$ cat config.mk
export PLATFORM = sky130hd
export DESIGN_NAME = pwm_load_sequencer_flat
export DESIGN_NICKNAME = d
export VERILOG_FILES = /design/src/rtl/pwm_pkg.sv /design/src/rtl/pwm_load_sequencer_if.sv /design/src/rtl/pwm_period_timer.sv /design/src/rtl/pwm_load_sequencer.sv /design/src/flat_wrapper.sv
export SDC_FILE = /design/constraint.sdc
export NUM_CORES = 1
export LEC_CHECK = 0
export CAP_MARGIN = 0
export CORE_MARGIN = 4
export CORE_UTILIZATION = 53
export DETAILED_ROUTE_END_ITERATION = 7
export GPL_TIMING_DRIVEN = 0
export PLACE_DENSITY = 0.73
export SKIP_LAST_GASP = 1
export SLEW_MARGIN = 0
export SYNTH_ARGS = -nofsm -noshare
export SYNTH_HDL_FRONTEND = slang
export SYNTH_SLANG_ARGS = --single-unit
export TNS_END_PERCENT = 50
$ cat constraint.sdc
create_clock -name clk -period 1.9 [get_ports clk]
set_clock_uncertainty 0.1 [all_clocks]
set_input_delay 0.475 -clock clk [delete_from_list [all_inputs] [get_ports clk]]
set_output_delay 0.475 -clock clk [all_outputs]
set_load 0.05 [all_outputs]
$ cat src/rtl/pwm_pkg.sv
// pwm_pkg: shared types and constants for the PWM load sequencer slice.
//   seq_state_t  - sequencer FSM states (IDLE, LOAD)
//   DEF_DWIDTH   - default duty value width
//   DEF_STAGE    - default number of PWM channels
//   LOAD_CNT_W   - width of the completed-burst counter
package pwm_pkg;

  typedef enum logic {
    IDLE,
    LOAD
  } seq_state_t;

  localparam int DEF_DWIDTH = 8;
  localparam int DEF_STAGE  = 8;
  localparam int LOAD_CNT_W = 8;

endpackage

$ cat src/rtl/pwm_load_sequencer_if.sv
// pwm_load_sequencer_if: host-side and PWM-array-side signals of the load
// sequencer.
//   master: drives enable, wr_en, wr_addr, wr_data, commit; observes the rest
//   slave : the sequencer; drives pwm_start, pwm_data, boundary, busy,
//           pending, load_count
interface pwm_load_sequencer_if
  import pwm_pkg::*;
#(
  parameter int DWIDTH = DEF_DWIDTH,
  parameter int STAGE  = DEF_STAGE
);

  localparam int AW = (STAGE > 1) ? $clog2(STAGE) : 1;

  logic                  enable;
  logic                  wr_en;
  logic [AW-1:0]         wr_addr;
  logic [DWIDTH-1:0]     wr_data;
  logic                  commit;
  logic                  pwm_start;
  logic [DWIDTH-1:0]     pwm_data;
  logic                  boundary;
  logic                  busy;
  logic                  pending;
  logic [LOAD_CNT_W-1:0] load_count;

  modport master (
    output enable, wr_en, wr_addr, wr_data, commit,
    input  pwm_start, pwm_data, boundary, busy, pending, load_count
  );

  modport slave (
    input  enable, wr_en, wr_addr, wr_data, commit,
    output pwm_start, pwm_data, boundary, busy, pending, load_count
  );

endinterface

$ cat src/rtl/pwm_period_timer.sv
// pwm_period_timer: free-running 0..PERIOD-1 counter, held at 0 while
// enable is low, with a one-cycle boundary pulse on the last count.
//   clk, rst  - clock, synchronous active-high reset
//   enable    - runs the counter
//   boundary  - enable && count == PERIOD-1
module pwm_period_timer #(
  parameter int PERIOD = 256
) (
  input  logic clk,
  input  logic rst,
  input  logic enable,
  output logic boundary
);

  localparam int CW = (PERIOD > 1) ? $clog2(PERIOD) : 1;

  logic [CW-1:0] period_cnt;
  logic          at_end;

  assign at_end   = (period_cnt == CW'(PERIOD - 1));
  assign boundary = enable && at_end;

  always_ff @(posedge clk) begin
    if (rst || !enable) begin
      period_cnt <= '0;
    end else if (at_end) begin
      period_cnt <= '0;
    end else begin
      period_cnt <= period_cnt + 1'b1;
    end
  end

endmodule

$ cat src/rtl/pwm_load_sequencer.sv
// pwm_load_sequencer: owns the load port of a STAGE-channel PWM array.
// Host writes go to a shadow bank; a commit is applied at the next period
// boundary by snapshotting the bank and streaming it out as one burst of
// STAGE words, the first marked with pwm_start.
//   clk, rst - clock, synchronous active-high reset
//   bus      - slave side of pwm_load_sequencer_if (host write/commit port,
//              PWM start/data outputs, boundary/busy/pending/load_count)
module pwm_load_sequencer
  import pwm_pkg::*;
#(
  parameter int DWIDTH = DEF_DWIDTH,
  parameter int STAGE  = DEF_STAGE,
  parameter int PERIOD = 256
) (
  input  logic                 clk,
  input  logic                 rst,
  pwm_load_sequencer_if.slave  bus
);

  localparam int AW = (STAGE > 1) ? $clog2(STAGE) : 1;

  seq_state_t            state;
  logic [AW-1:0]         idx;
  logic [DWIDTH-1:0]     shadow   [STAGE];
  logic [DWIDTH-1:0]     snapshot [STAGE];
  logic                  pwm_start_q;
  logic [DWIDTH-1:0]     pwm_data_q;
  logic                  busy_q;
  logic                  pending_q;
  logic [LOAD_CNT_W-1:0] load_count_q;
  logic                  boundary;
  logic                  wr_ok;

  pwm_period_timer #(
    .PERIOD (PERIOD)
  ) u_timer (
    .clk      (clk),
    .rst      (rst),
    .enable   (bus.enable),
    .boundary (boundary)
  );

  // Non-power-of-two STAGE leaves address codes that map to no channel.
  assign wr_ok = bus.wr_en && (32'(bus.wr_addr) < 32'(STAGE));

  always_ff @(posedge clk) begin
    if (rst) begin
      state        <= IDLE;
      idx          <= '0;
      shadow       <= '{default: '0};
      snapshot     <= '{default: '0};
      pwm_start_q  <= 1'b0;
      pwm_data_q   <= '0;
      busy_q       <= 1'b0;
      pending_q    <= 1'b0;
      load_count_q <= '0;
    end else begin
      if (wr_ok) begin
        shadow[bus.wr_addr] <= bus.wr_data;
      end
      unique case (state)
        IDLE: begin
          if (boundary && (pending_q || bus.commit)) begin
            snapshot    <= shadow;
            idx         <= '0;
            state       <= LOAD;
            pending_q   <= 1'b0;
            // Outputs are registered, so word 0 is taken straight from the
            // bank being snapshotted to appear in the first LOAD cycle.
            pwm_start_q <= 1'b1;
            pwm_data_q  <= shadow[0];
            busy_q      <= 1'b1;
          end else if (bus.commit) begin
            pending_q <= 1'b1;
          end
        end
        LOAD: begin
          if (bus.commit) begin
            pending_q <= 1'b1;
          end
          pwm_start_q <= 1'b0;
          // idx is the word currently on pwm_data; preload the next one.
          if (idx == AW'(STAGE - 1)) begin
            state        <= IDLE;
            pwm_data_q   <= '0;
            busy_q       <= 1'b0;
            load_count_q <= load_count_q + 1'b1;
          end else begin
            idx        <= idx + 1'b1;
            pwm_data_q <= snapshot[idx + 1'b1];
          end
        end
        default: state <= IDLE;
      endcase
    end
  end

  assign bus.pwm_start  = pwm_start_q;
  assign bus.pwm_data   = pwm_data_q;
  assign bus.boundary   = boundary;
  assign bus.busy       = busy_q;
  assign bus.pending    = pending_q;
  assign bus.load_count = load_count_q;

endmodule
$ cat src/flat_wrapper.sv
// flat-port wrapper written by rule: the top's interface ports become plain ports
module pwm_load_sequencer_flat import pwm_pkg::*;
#(
  parameter int DWIDTH = DEF_DWIDTH,
  parameter int STAGE  = DEF_STAGE,
  parameter int PERIOD = 256
)
  (clk, rst, bus_enable, bus_wr_en, bus_wr_addr, bus_wr_data, bus_commit, bus_pwm_start, bus_pwm_data, bus_boundary, bus_busy, bus_pending, bus_load_count);
  pwm_load_sequencer_if #(.DWIDTH(DWIDTH), .STAGE(STAGE)) bus_i ();
  input  logic clk;
  input  logic rst;
  input wire logic [$bits(bus_i.enable)-1:0] bus_enable;
  input wire logic [$bits(bus_i.wr_en)-1:0] bus_wr_en;
  input wire logic [$bits(bus_i.wr_addr)-1:0] bus_wr_addr;
  input wire logic [$bits(bus_i.wr_data)-1:0] bus_wr_data;
  input wire logic [$bits(bus_i.commit)-1:0] bus_commit;
  output wire logic [$bits(bus_i.pwm_start)-1:0] bus_pwm_start;
  output wire logic [$bits(bus_i.pwm_data)-1:0] bus_pwm_data;
  output wire logic [$bits(bus_i.boundary)-1:0] bus_boundary;
  output wire logic [$bits(bus_i.busy)-1:0] bus_busy;
  output wire logic [$bits(bus_i.pending)-1:0] bus_pending;
  output wire logic [$bits(bus_i.load_count)-1:0] bus_load_count;
  assign bus_i.enable = bus_enable;
  assign bus_i.wr_en = bus_wr_en;
  assign bus_i.wr_addr = bus_wr_addr;
  assign bus_i.wr_data = bus_wr_data;
  assign bus_i.commit = bus_commit;
  assign bus_pwm_start = bus_i.pwm_start;
  assign bus_pwm_data = bus_i.pwm_data;
  assign bus_boundary = bus_i.boundary;
  assign bus_busy = bus_i.busy;
  assign bus_pending = bus_i.pending;
  assign bus_load_count = bus_i.load_count;
  pwm_load_sequencer #(.DWIDTH(DWIDTH), .STAGE(STAGE), .PERIOD(PERIOD)) u_core (.clk(clk), .rst(rst), .bus(bus_i));
endmodule
* After elaboration in Yosys (flattened, before gate mapping) *
Index checks and enable logic that the tools add are counted.

operators by class
  bitwise logic cells = 3
  muxes and demuxes = 22
  reductions and logical operators = 11
  $add $sub $neg = 3
  order comparisons = 3
  equal/unequal tests = 5

operators by type and width
  kind                                                                  count
  64-bit bitwise mux                                                    1
  8-bit 2-to-1 mux                                                      5
  8-bit binary-select mux with 3-bit select                             1
  8-bit demux with 3-bit select                                         1
  8-bit by 1-bit adder with 8-bit output, second input constant         2
  8-bit case mux with 2 select lines                                    1
  8-bit == test, second input constant                                  1
  4-bit >= comparator, second input constant                            2
  3-bit inverter with 4-bit output                                      2
  1-bit case mux with 2 select lines                                    4
  2-bit AND reduction                                                   4
  1-bit 2-to-1 mux                                                      6
  3-bit 2-to-1 mux                                                      2
  3-bit case mux with 2 select lines                                    1
  4-bit by 1-bit < comparator with 1-bit output, second input constant  1
  2-bit != test, second input constant                                  2
  3-bit by 1-bit adder with 3-bit output, second input constant         1
  3-bit == test, second input constant                                  1
  1-bit logical AND                                                     3
  1-bit logical OR                                                      2
  2-bit by 1-bit != test with 1-bit output, second input constant       1
  2-bit OR reduction                                                    1
  1-bit zero test                                                       1
  1-bit inverter                                                        1

word-level totals
  word-level logic and storage cells = 71
  input bits = 16
  output and inout bits = 20
  register bits after elaboration = 159

* Longest topological paths before layout *
Gate-level depths: netlist of run 1.

  word-level depth = 7
  depth in mapped cells = 8

* Hierarchy *
A second synthesis of run 1 with hierarchy kept.

unflattened totals
  cells, all modules = 771
  area, all modules = 6284.8 µm²

modules (own cells, without submodules)
  module              area each (µm²)  cells an instance  sequential area each (µm²)  times used
  pwm_load_sequencer  5926.9           731                3022.9                      1
  pwm_period_timer    357.8            40                 160.2                       1

* Worst setup path after synthesis of run 1 *
OpenSTA, ideal clock, no wires.

  kind = reg-to-output
  start = register u_core.u_timer.period_cnt[0]
  end = output bus_boundary
  arrival = 1.500 ns
  stages on the path, launching flop included = 4
  slack = -0.175 ns
  cells stage by stage = dfxtp_1 ha_1 nand4_2 nor2_1

between the ends
  longest elaborated chain between the ends = 2

RTL lines
  what                    RTL line                source
  start, declared         pwm_period_timer.sv:17  logic [CW-1:0] period_cnt;
  start signal, assigned  pwm_period_timer.sv:29  period_cnt <= period_cnt + 1'b1;
  8-bit == test           pwm_period_timer.sv:20  assign at_end = (period_cnt == CW'(PERIOD - 1));
  1-bit logical AND       pwm_period_timer.sv:21  assign boundary = enable && at_end;
  end, declared           flat_wrapper.sv:19      output wire logic [$bits(bus_i.boundary)-1:0] bus_boundary;

Every way passes these cells.

* Worst setup path after layout of run 1 *
  start = register u_core.idx[0]
  end = register u_core.pwm_data_q[2], in the netlist u_core.bus.pwm_data[2]

between the ends
  longest elaborated chain between the ends = 7
  elaborated cells between the ends (all ways) = 8
  classes of those cells = add/sub: 1; eq/ne: 1; mux: 5; bitwise: 1

RTL lines
  what                                                    RTL line                  source
  start, declared                                         pwm_load_sequencer.sv:23  logic [AW-1:0] idx;
  start signal, assigned                                  pwm_load_sequencer.sv:89  idx <= idx + 1'b1;
  3-bit by 1-bit adder with 3-bit output                  pwm_load_sequencer.sv:90  pwm_data_q <= snapshot[idx + 1'b1];
  3-bit inverter with 4-bit output (not written as such)  pwm_load_sequencer.sv:90
  8-bit binary-select mux with 3-bit select               pwm_load_sequencer.sv:90
  8-bit 2-to-1 mux (not written as such) (2 in series)    pwm_load_sequencer.sv:90
  8-bit 2-to-1 mux (*)                                    pwm_load_sequencer.sv:83  if (idx == AW'(STAGE - 1)) begin
  8-bit case mux with 2 select lines (*)                  pwm_load_sequencer.sv:61  unique case (state)
  end signal, assigned                                    pwm_load_sequencer.sv:71  pwm_data_q <= shadow[0];
  end signal, assigned                                    pwm_load_sequencer.sv:90
  end, declared                                           pwm_load_sequencer.sv:27  logic [DWIDTH-1:0] pwm_data_q;

Mark *: on every way between the ends. The rest lies on a longest branch, timed or not. The select of a mux whose other input is x is not followed.
A chain may end at the register's enable or synchronous reset.

==> results.sh, run 1 <==
export IMPL_status="complete, but fails checks"
export IMPL_violations="negative setup slack"
export IMPL_cts_sinks=159
export IMPL_worst_path_max_delay_cell="dfxtp_2"
export IMPL_cts_buffer_depth=2
export IMPL_critPathArrivalTime_ns=2.23
export IMPL_synth_xor_area_share_pct=1.93
export IMPL_insertion_delay_ns=0.42
export IMPL_crit_chain="ha_4 > ha_2 > nor2b_2 > a22oi_1 > nand3_1 > a221oi_1"
export IMPL_ioPinCount=36
export IMPL_ys_seq_elements=159
export IMPL_required_ns=2.12
export IMPL_fin_util_pct=69.3
export IMPL_synth_compound_area_share_pct=12.7
export IMPL_cts_tree="done"
export IMPL_synth_cell_types=36
export IMPL_dp_hpwl_mm=12.2
export IMPL_fmax_ghz=0.497
export IMPL_power_leakage_nw=2.81
export IMPL_syn_instance_count=767
export IMPL_drt_iter0_markers=517
export IMPL_core_um2=11600
export IMPL_finalHoldViolCount=0
export IMPL_gp_congestion=0.901
export IMPL_synth_top_family_by_area="simple AND/OR/NAND/NOR gates"
export IMPL_slew_headroom_pct=50.3
export IMPL_grt_start_max_net_pins=17
export IMPL_ant_nets=0
export IMPL_synth_mux_area_share_pct=7.56
export IMPL_max_stage_delay_ns=0.34
export IMPL_setup_viol=29
export IMPL_drv_cap=0
export IMPL_die_area_um2=13800
export IMPL_end_kind="flip-flop"
export IMPL_layout_setup_ws_ns=-0.114
export IMPL_cts_made_buffers=17
export IMPL_dr_pass1_iters=5
export IMPL_grt_pass1_wl_mm=28.1
export IMPL_intPower_mw=5.90
export IMPL_synth_simple_gate_area_share_pct=22.4
export IMPL_combPwrFrac_pct=3.2
export IMPL_stdcell_area_um2=8010
export IMPL_nets=846
export IMPL_ys_top_cells_by_area="dfxtp_1, nand2_1, a21oi_1"
export IMPL_clk_root_buffer_cell="clkbuf_16"
export IMPL_layout_area_overhead_vs_synth_pct=26.1
export IMPL_drive_gt1_share_pct=15.9
export IMPL_drt_wl_total_mm=18.6
export IMPL_synth_top_area_cell="dfxtp_1"
export IMPL_via_per_inst=5.83
export IMPL_ff2ff_setup_slack_ns=-0.11
export IMPL_route_vias_total=5718
export IMPL_antenna_cells=0
export IMPL_dieWidth_um=117
export IMPL_hp_class="input pin to flip-flop"
export IMPL_wl_per_cell_um=19.0
export IMPL_hold_ws_ns=0.347
export IMPL_min_period_ns=2.01
export IMPL_p_switching_mw=1.54
export IMPL_htreeDepth=4
export IMPL_cp_start_kind="flip-flop"
export IMPL_gr_total_overflow=0
export IMPL_grtUsageTotal_pct=25.7
export IMPL_p_total_mw=7.44
export IMPL_synth_warnings=0
export IMPL_antenna_found_initial=0
export IMPL_syn_area_per_cell_um2=8.28
export IMPL_grt_pass1_vias=5375
export IMPL_rsz0062_at_grt="yes"
export IMPL_ys_seq_area_share_pct=50.1
export IMPL_drc=0
export IMPL_powerDensity_nw_per_um2=929
export IMPL_synth_area_um2=6350
export IMPL_fin_setup_tns_ns=-0.478
export IMPL_start_util_pct=54.9
export IMPL_switching_share_pct=20.7
export IMPL_synthAdderAreaFrac_pct=0.788
export IMPL_port_buffers=24
export IMPL_fin_crit_sh_pct=106
export IMPL_tightestPinTransition_ns=0.745
export IMPL_drv_slew=0
export IMPL_cp_max_fo=7
export IMPL_place_area_um2=6790
export IMPL_die_y_um=117
export IMPL_rows=39
export IMPL_vdd_drop_max_uv=522
export IMPL_synth_top_cell_area_share_pct=50.1
export IMPL_mappedNetlistNets=787
export IMPL_p_seq_share_pct=45.5
export IMPL_cts_reportedPaths_clkPinSlew_ns=0.06
export IMPL_worstSetupPathType="flip-flop to flip-flop"
export IMPL_power_frac_clock_pct=51.3
-- worst max-delay path, delay by kind of cell (launching register included) --
family / cells / cell delay [ns]
flops: 1 / 0.34
fa+ha+maj: 2 / 0.49
compound gates: 2 / 0.55
simple gates: 2 / 0.42
-- registers in the layout, summed over array words and instances (netlist names) --
| signal | count |
|---|---|
| u_core.bus.load_count | 8 |
| u_core.bus.pwm_data | 8 |
| u_core.bus.busy | 1 |
| u_core.snapshot | 64 |
| u_core.shadow | 64 |
| u_core.bus.pwm_start | 1 |
| u_core.state | 1 |
| u_core.bus.pending | 1 |
| u_core.u_timer.period_cnt | 8 |
| u_core.idx | 3 |
-- stage by stage --
stage               instances  worst slack [ns]
floorplan                 767            0.0214
global placement          934            -0.768
detailed placement        934            -0.774
CTS                       973            -0.250
global route              981            -0.101
finish                    981            -0.114
-- cell usage after synthesis, drive strengths merged --
master,n
a21oi,127
a221oi,6
a22oi,6
a41o,1
and2,2
and3,3
and4,1
buf,26
clkbuf,26
dfxtp,159
ha,4
inv,7
mux2i,39
mux4,4
nand2,253
nand2b,5
nand3,12
nand4,8
nor2,38
nor2b,4
nor3,9
nor4,1
o21bai,6
o32ai,2
or2,2
or3,1
or4,1
xnor2,2
xor2,12
-- final timing paths --
check / from / to / cells after the start
worst min register to register: u_core.snapshot[35] / u_core.snapshot[35] / 2
worst min-delay path: bus_wr_data[7] / u_core.shadow[47] / 3
worst max-delay path: u_core.idx[0] / u_core.bus.pwm_data[2] / 6
worst max register to register: u_core.idx[0] / u_core.bus.pwm_data[2] / 6
-- logic make-up (layout without fill, tap and decap cells) --
group	after synthesis	in the layout
simple gates	340	340
flops	159	159
compound gates	148	148
buf+inv	59	130
mux	43	43
xor+xnor	14	14
fa+ha+maj	4	4
-- placed cells by master, fill, tap and decap left out, types with 7 or more instances in the layout --
cell type and n:
dfxtp_1 151, inv_1 7, clkbuf_1 20, mux2i_1 38, nand2_4 10, buf_1 11, nor2_1 35, clkbuf_16 21
nand2_1 242, a21oi_1 116, nand3_1 11, buf_4 14, a21oi_2 11, dlymetal6s2s_1 8, xor2_1 12
-- final cells by class --
cell class | instances | area (µm²)
buffer | 50 | 359
clock buffer | 19 | 443
clock inverter | 12 | 215
fill | 908 | 3550
inverter | 7 | 26.3
multi-input combinational | 549 | 3100
sequential | 159 | 3200
tap | 143 | 179
timing repair buffer | 42 | 488
-- power by group through the flow --
| stage | combinational, mW | clock, mW | sequential [mW] |
|---|---|---|---|
| finish | 0.237 | 3.82 | 3.39 |
| global route | 0.256 | 3.97 | 3.39 |
| CTS | 0.226 | 3.81 | 3.38 |
| detailed placement | 0.221 | 0 | 3.46 |
| global placement | 0.215 | 0 | 3.46 |
| floorplan | 0.134 | 0 | 3.46 |
-- metal layers --
metal	vias up	share of wire (%)	GRT usage (%)
li1	2671	-	-
met5	-	0	0
met2	280	46	42.1
met4	0	4.2	10.8
met1	2702	40	32.9
met3	65	9.3	5.86
-- what timing repair did --
action                                  in CTS  in global routing
endpoints found under the setup margin     106                 96
hold buffers                                 0                  0
setup buffers                                8                  5
gates cloned                                 1                  4
pin swaps                                    5                 22
gates resized for setup                     66                 66
Note: power is estimated with default switching activity, not from simulation.
==> run 2: changes to the inputs <==
CORE_UTILIZATION = 56   (was 53)
DONT_BUFFER_PORTS = 1   (was unset)
PLACE_DENSITY = 0.72   (was 0.73)
SYNTH_HIERARCHICAL = 1   (was unset)
==> run 2 against run 1 <==
  * The run still ends with negative setup slack left
  * Register-to-register slack lost 0.08 ns
  * First-iteration DRC count increased by 2.3%
  * Routed wire length fell by 0.54%
  * Sequential cell count did not move
  * Power decreased by 4.1%
  * Clock-buffer cell count is 2 higher
  * Non-clock buffer count down 16
  * Hold slack worse by 0.24 ns
  * Cell count is 1.1% lower
  * Largest cell class unchanged
  * Highest routed layer unchanged
==> results.sh, run 2 <==
export IMPL_setup_viol=73
export IMPL_cts_made_buffers=17
export IMPL_grtUsageTotal_pct=27.5
export IMPL_htreeDepth=4
export IMPL_drc=0
export IMPL_syn_instance_count=771
export IMPL_async_reset_ff_share_pct=0
export IMPL_start_util_pct=57.7
export IMPL_place_area_um2=6500
export IMPL_synth_top_cell_area_share_pct=50.6
export IMPL_ant_nets=0
export IMPL_dr_pass1_iters=5
export IMPL_synth_compound_area_share_pct=14.7
export IMPL_gp_congestion=0.830
export IMPL_synth_area_um2=6280
export IMPL_gr_total_overflow=0
export IMPL_synth_edf_count=0
export IMPL_rsz0062_at_grt="yes"
export IMPL_rows=38
export IMPL_tightestPinTransition_ns=1.14
export IMPL_ys_seq_area_share_pct=50.6
export IMPL_ys_top_cells_by_area="dfxtp_1, nand2_1, a21oi_1"
export IMPL_synth_top_flop_cell="dfxtp_1"
export IMPL_r2r_start="u_core/u_timer/period_cnt[3]"
export IMPL_hp_class="input pin to flip-flop"
export IMPL_fmax_ghz=0.477
export IMPL_path_buf_inv=3
export IMPL_antenna_cells=0
export IMPL_end_kind="flip-flop"
export IMPL_ff2ff_setup_slack_ns=-0.20
export IMPL_grt_pass1_wl_mm=27.7
export IMPL_status="complete, but fails checks"
export IMPL_final_common_cell="nand2_1"
export IMPL_drt_wl_total_mm=18.5
export IMPL_regToRegEndpoint="u_core/snapshot[62]"
export IMPL_grt_start_max_net_pins=17
export IMPL_layout_common_cells="nand2_1, dfxtp_1, a21oi_1"
export IMPL_violations="negative setup slack"
export IMPL_min_period_ns=2.10
export IMPL_crit_chain="nand4_4 > nor2_2 > and4_4 > and2b_2 > and2_4 > buf_12 > buf_12 > buf_12 > nand2_4 > a21oi_2"
export IMPL_layout_area_overhead_vs_synth_pct=25.6
export IMPL_ys_seq_elements=159
export IMPL_die_y_um=114
export IMPL_wl_per_cell_um=19.1
export IMPL_powerDensity_nw_per_um2=904
export IMPL_synth_top_area_cell="dfxtp_1"
export IMPL_hold_depth=2
export IMPL_synth_top_family_by_area="simple AND/OR/NAND/NOR gates"
export IMPL_synth_warnings=6
export IMPL_synth_xor_area_share_pct=1.25
export IMPL_ioPinCount=36
export IMPL_startpoint="u_core/u_timer/period_cnt[3]"
export IMPL_cts_reportedPaths_clkPinSlew_ns=0.06
export IMPL_slew_headroom_pct=23.2
export IMPL_power_leakage_nw=2.82
export IMPL_worst_path_max_delay_cell="and4_4"
export IMPL_die_area_um2=13000
export IMPL_port_buffers=0
export IMPL_clk_root_buffer_cell="clkbuf_8"
export IMPL_cts_buffer_depth=2
export IMPL_vdd_drop_max_uv=510
export IMPL_stdcell_area_um2=7890
export IMPL_cts_sinks=159
export IMPL_grt_pass1_vias=5286
export IMPL_required_ns=2.25
export IMPL_critical_path_top_delay_family="simple AND/OR/NAND/NOR gates"
export IMPL_synth_cell_types=45
export IMPL_via_per_inst=5.93
export IMPL_fin_util_pct=72.5
export IMPL_drive_gt1_share_pct=21.1
export IMPL_layout_setup_ws_ns=-0.197
export IMPL_critPathArrivalTime_ns=2.44
export IMPL_syn_area_per_cell_um2=8.15
export IMPL_synth_simple_gate_area_share_pct=23.0
export IMPL_worstSetupPathType="flip-flop to flip-flop"
export IMPL_drt_iter0_markers=529
export IMPL_cp_max_fo=5
export IMPL_mappedNetlistNets=791
export IMPL_dieWidth_um=114
export IMPL_cp_depth=10
export IMPL_rr_worst_depth=10
export IMPL_drv_cap=0
export IMPL_cts_tree="done"
export IMPL_route_vias_total=5756
export IMPL_synthTopCellsByCount="nand2_1, dfxtp_1, a21oi_1"
export IMPL_synth_most_common_cell="nand2_1"
export IMPL_critPathCapture="u_core/snapshot[62]"
export IMPL_nets=837
export IMPL_synthAdderAreaFrac_pct=0.796
export IMPL_drv_slew=0
export IMPL_max_stage_delay_ns=0.37
export IMPL_dp_slack_ns=-0.329
export IMPL_cpMostUsedCell="buf_12"
export IMPL_reg_top3="u_core/shadow x64, u_core/snapshot x64"
export IMPL_core_um2=10900
export IMPL_insertion_delay_ns=0.52
export IMPL_finalHoldViolCount=0
export IMPL_antenna_found_initial=0
export IMPL_fin_setup_tns_ns=-7.99
export IMPL_fin_crit_sh_pct=110
export IMPL_cp_start_kind="flip-flop"
export IMPL_dp_hpwl_mm=11.7
export IMPL_synth_mux_area_share_pct=5.89
[run 2: cell type report]
| class | instances | area [µm²] |
|---|---|---|
| well taps | 140 | 175 |
| multi-input cells | 559 | 3140 |
| clock inverters | 11 | 161 |
| inverters | 4 | 17.5 |
| plain buffers | 47 | 334 |
| flip-flops and latches | 159 | 3200 |
| fillers | 766 | 3000 |
| repair buffers | 29 | 407 |
| clock buffers | 21 | 459 |
[run 2: how the worst min path moves through the flow]
stage,start,to,slack (ns)
2_1_floorplan,u_core/u_timer/period_cnt[0],u_core/u_timer/period_cnt[0],0.32
3_3_place_gp,u_core/u_timer/period_cnt[0],u_core/u_timer/period_cnt[0],0.34
3_5_place_dp,u_core/u_timer/period_cnt[0],u_core/u_timer/period_cnt[0],0.34
4_1_cts,bus_enable,u_core/u_timer/period_cnt[2],0.08
5_1_grt,bus_enable,u_core/u_timer/period_cnt[2],0.1
6_report,bus_enable,u_core/u_timer/period_cnt[2],0.10
[run 2: per-stage QoR]
| step | instances | total power, mW | hold WS (ns) |
|---|---|---|---|
| finish | 970 | 7.14 | 0.103 |
| detailed placement | 911 | 3.66 | 0.337 |
| global route | 970 | 7.32 | 0.0986 |
| CTS | 960 | 7.15 | 0.0825 |
| global placement | 911 | 3.66 | 0.335 |
| floorplan | 771 | 3.59 | 0.320 |
[run 2: report_power, final]
part	switching [mW]	internal, mW
logic	0.169	0.0496
clock network	1.29	2.23
registers	0.0316	3.36
total	1.49	5.64
[run 2: repair_timing]
item / in CTS / in global routing
hold buffers: 1 / 0
cloned: 5 / 5
setup endpoints to repair: 76 / 77
hold endpoints to repair: 1 / 0
resized for setup: 40 / 85
pin swaps: 5 / 24
setup buffers: 12 / 7
[run 2: per-layer routing]
layer / track usage [%] / share of wire [%]
met1: 37.7 / 42
met2: 42.6 / 46
met3: 5.73 / 9.1
met4: 11.1 / 2.4
met5: 0 / 0
[run 2: logic make-up after synthesis]
family / count (synthesis)
AND/OR/NAND/NOR: 350
AO/OA/AOI/OAI: 170
flip-flops: 159
buffers and inverters: 54
multiplexers: 25
XOR/XNOR: 9
adder cells (fa/ha/maj): 4
[run 2: worst register-to-register path: stages (launching register included)]
cell	delay [ns]
dfxtp_4	0.36
nand4_4	0.11
nor2_2	0.09
and4_4	0.37
and2b_2	0.19
and2_4	0.18
buf_12	0.16
buf_12	0.11
buf_12	0.12
nand2_4	0.06
a21oi_2	0.17
==> edit, RTL diff (flow settings as in run 1) <==
`DEF_DWIDTH`: 8 -> 9.
--- a/src/rtl/pwm_pkg.sv
+++ b/src/rtl/pwm_pkg.sv
@@ -10,7 +10,7 @@
     LOAD
   } seq_state_t;
 
-  localparam int DEF_DWIDTH = 8;
+  localparam int DEF_DWIDTH = 9;
   localparam int DEF_STAGE  = 8;
   localparam int LOAD_CNT_W = 8;
 
Interface: changed (resized bus_pwm_data and bus_wr_data); port bits go from 36 to 38. No check against the original RTL was run, so the function may have changed too.
==> edit against run 1 <==
The run still ends with negative setup slack left. Synthesized area grew 12%. Count of clock-buffer cells in the layout increased by 3. Total power grew 6.6%. Routed wire length rose by 30%. Sequential cell count is 17 higher. Final area grew 24%. Critical path depth fell by 1. Worst setup slack lost 0.14 ns. Largest power group unchanged.
==> edit: results (changes against run 1) <==
stage;metric;value;unit;change
clock_network;clk_latency;0.43;ns;
detailed_routing;first_iter_violations;792;;+53%
detailed_routing;first_pass_iters;6;;+1
status;run_status;finished, violations left;;
place;io_buffers;23;;-4.2%
clock_network;cts_root_buf;clkbuf_16;;
cells_and_area;nets;970;;+15%
sta;max-slew-margin-rel;0.2321;;-0.2713
global_route;grt.total_usage;0.2975;;+0.04022
sta;fin_setup_tns;-4.702;ns;-4.224 ns
clock_network;cts_inserted_buffers;17;;unchanged
worst_setup_path;cp.arrival;1.58;ns;-0.65 ns
detailed_routing;vias_per_cell;6.069;;+4.1%
logic_synthesis;synth_area_leaders;dfxtp_1, nand2_1, a21oi_1, mux2i_1, a21oi_2;;
place;place_area;0.007576;sq mm;+12%
cells_and_area;n_fill_cell;771;;-15%
worst_hold_path;hold_depth;3;;unchanged
global_route;grt_max_degree;17;;unchanged
clock_network;clockBufferDepth;2;;unchanged
worst_setup_path;r2r_cells;8;;+2
status;failed_checks;negative setup slack;;
detailed_routing;routed_wl;24320;microns;+30%
cells_and_area;drive_gt1_frac;0.3046;;+0.1459
power_and_ir_drop;ir_drop;0.5557;mV;+6.4%
logic_synthesis;async_flop_share;0;;unchanged
global_route;grt_antenna_before_repair;0;;unchanged
sta;setup_violations;90;;+210%
global_route;overflow;0;;unchanged
worst_hold_path;hp-class;primary input to register;;
global_route;grt_pass1_wl;34570;microns;+23%
clock_network;clk_pin_slew_worst_paths;0.06;ns;about the same
global_route;grt_pass1_vias;6206;;+15%
sta;layout_setup_ws;-0.2567;ns;-0.1432 ns
logic_synthesis;yosys-top-cells-count;nand2_1, dfxtp_1, a21oi_1;;
cells_and_area;antennaDiodeCount;0;;unchanged
logic_synthesis;synth_nets;888;;+13%
worst_setup_path;critPathMaxFanout;3;;-4
place;dp_hpwl;12790;microns;+4.5%
logic_synthesis;yosysUniqueCellTypes;35;;-2.8%
logic_synthesis;ys_seq_area_frac;0.4963;;-0.004686
power_and_ir_drop;power.leakage;3.836;nW;+37%
logic_synthesis;yosysWarnings;0;;unchanged
place;globalplace.congestion;0.8184;;-9.2%
## edit: changes by cell type after synthesis, sizes merged, moves of 8 or more
cell	change
a22oi	+12
o21ai	+11
nand2	+46
nor2	-8
dfxtp	+17
a21oi	+19
## edit: worst paths after layout
kind / start / to / slack, ns
hold reg to reg: u_core.snapshot[43] / u_core.snapshot[43] / 0.36
setup reg to reg: u_core.u_timer.period_cnt[0] / u_core.snapshot[35] / -0.15
hold / removal: bus_wr_data[8] / u_core.shadow[71] / 0.36
setup / recovery: u_core.u_timer.period_cnt[0] / bus_boundary / -0.26
## edit: final cells by class
class                           instances  area [sq um]  area share
Clock inverter                         10         181.4     0.01820
Timing Repair Buffer                   67          1021      0.1024
Inverter                               12         45.04    0.004518
Multi-Input combinational cell        618          4028      0.4040
Buffer                                 57         466.7     0.04681
Clock buffer                           22         474.2     0.04757
Sequential cell                       176          3533      0.3544
Tap cell                              176         220.2     0.02209
## edit: worst max-delay path: stages, from the launching register on
cell and delay, ns:
dfxtp_4 0.36, ha_4 0.13, nand4_1 0.16, buf_4 0.19, nor2_2 0.10, buf_4 0.21
## edit: timing repair
item / CTS / global route
hold buffers: 0 / 0
buffers inserted: 19 / 10
endpoints found under the setup margin: 108 / 114
cloned: 17 / 2
resized for setup: 167 / 149
pin swaps: 84 / 63
## edit: layer usage
layer,GRT usage,vias to the layer above,part of all wire
li1,-,3054,-
met3,0.05995,101,0.10
met5,0,-,0
met4,0.1363,0,0.049
met2,0.4562,455,0.46
met1,0.4041,3296,0.39
## edit: stage by stage
step / std cells / setup WS (ns) / total power [mW]
3_5_place_dp: 1066 / -0.8754 / 4.066
3_3_place_gp: 1066 / -0.8810 / 4.063
4_1_cts: 1130 / -0.2715 / 7.875
2_1_floorplan: 867 / -0.001202 / 3.980
6_report: 1138 / -0.2567 / 7.932
5_1_grt: 1138 / -0.3295 / 8.085
## edit: power breakdown
group / switching [mW] / leakage (nW) / internal (mW) / total, mW
Combinational: 0.202 / 2.09 / 0.0579 / 0.260
Sequential: 0.0351 / 1.42 / 3.72 / 3.76
Clock: 1.48 / 0.320 / 2.44 / 3.91
Total: 1.72 / 3.84 / 6.22 / 7.93
## edit: cells by family (layout without fill, tap and decap cells)
group	Yosys count	in the layout	synth area share
AND/OR/NAND/NOR	376	376	0.2159
AO/OA/AOI/OAI	188	188	0.1576
flip-flops	176	176	0.4963
buffers and inverters	73	168	0.05499
multiplexers	37	37	0.05217
XOR/XNOR	13	13	0.01604
adder cells (fa/ha/maj)	4	4	0.007050
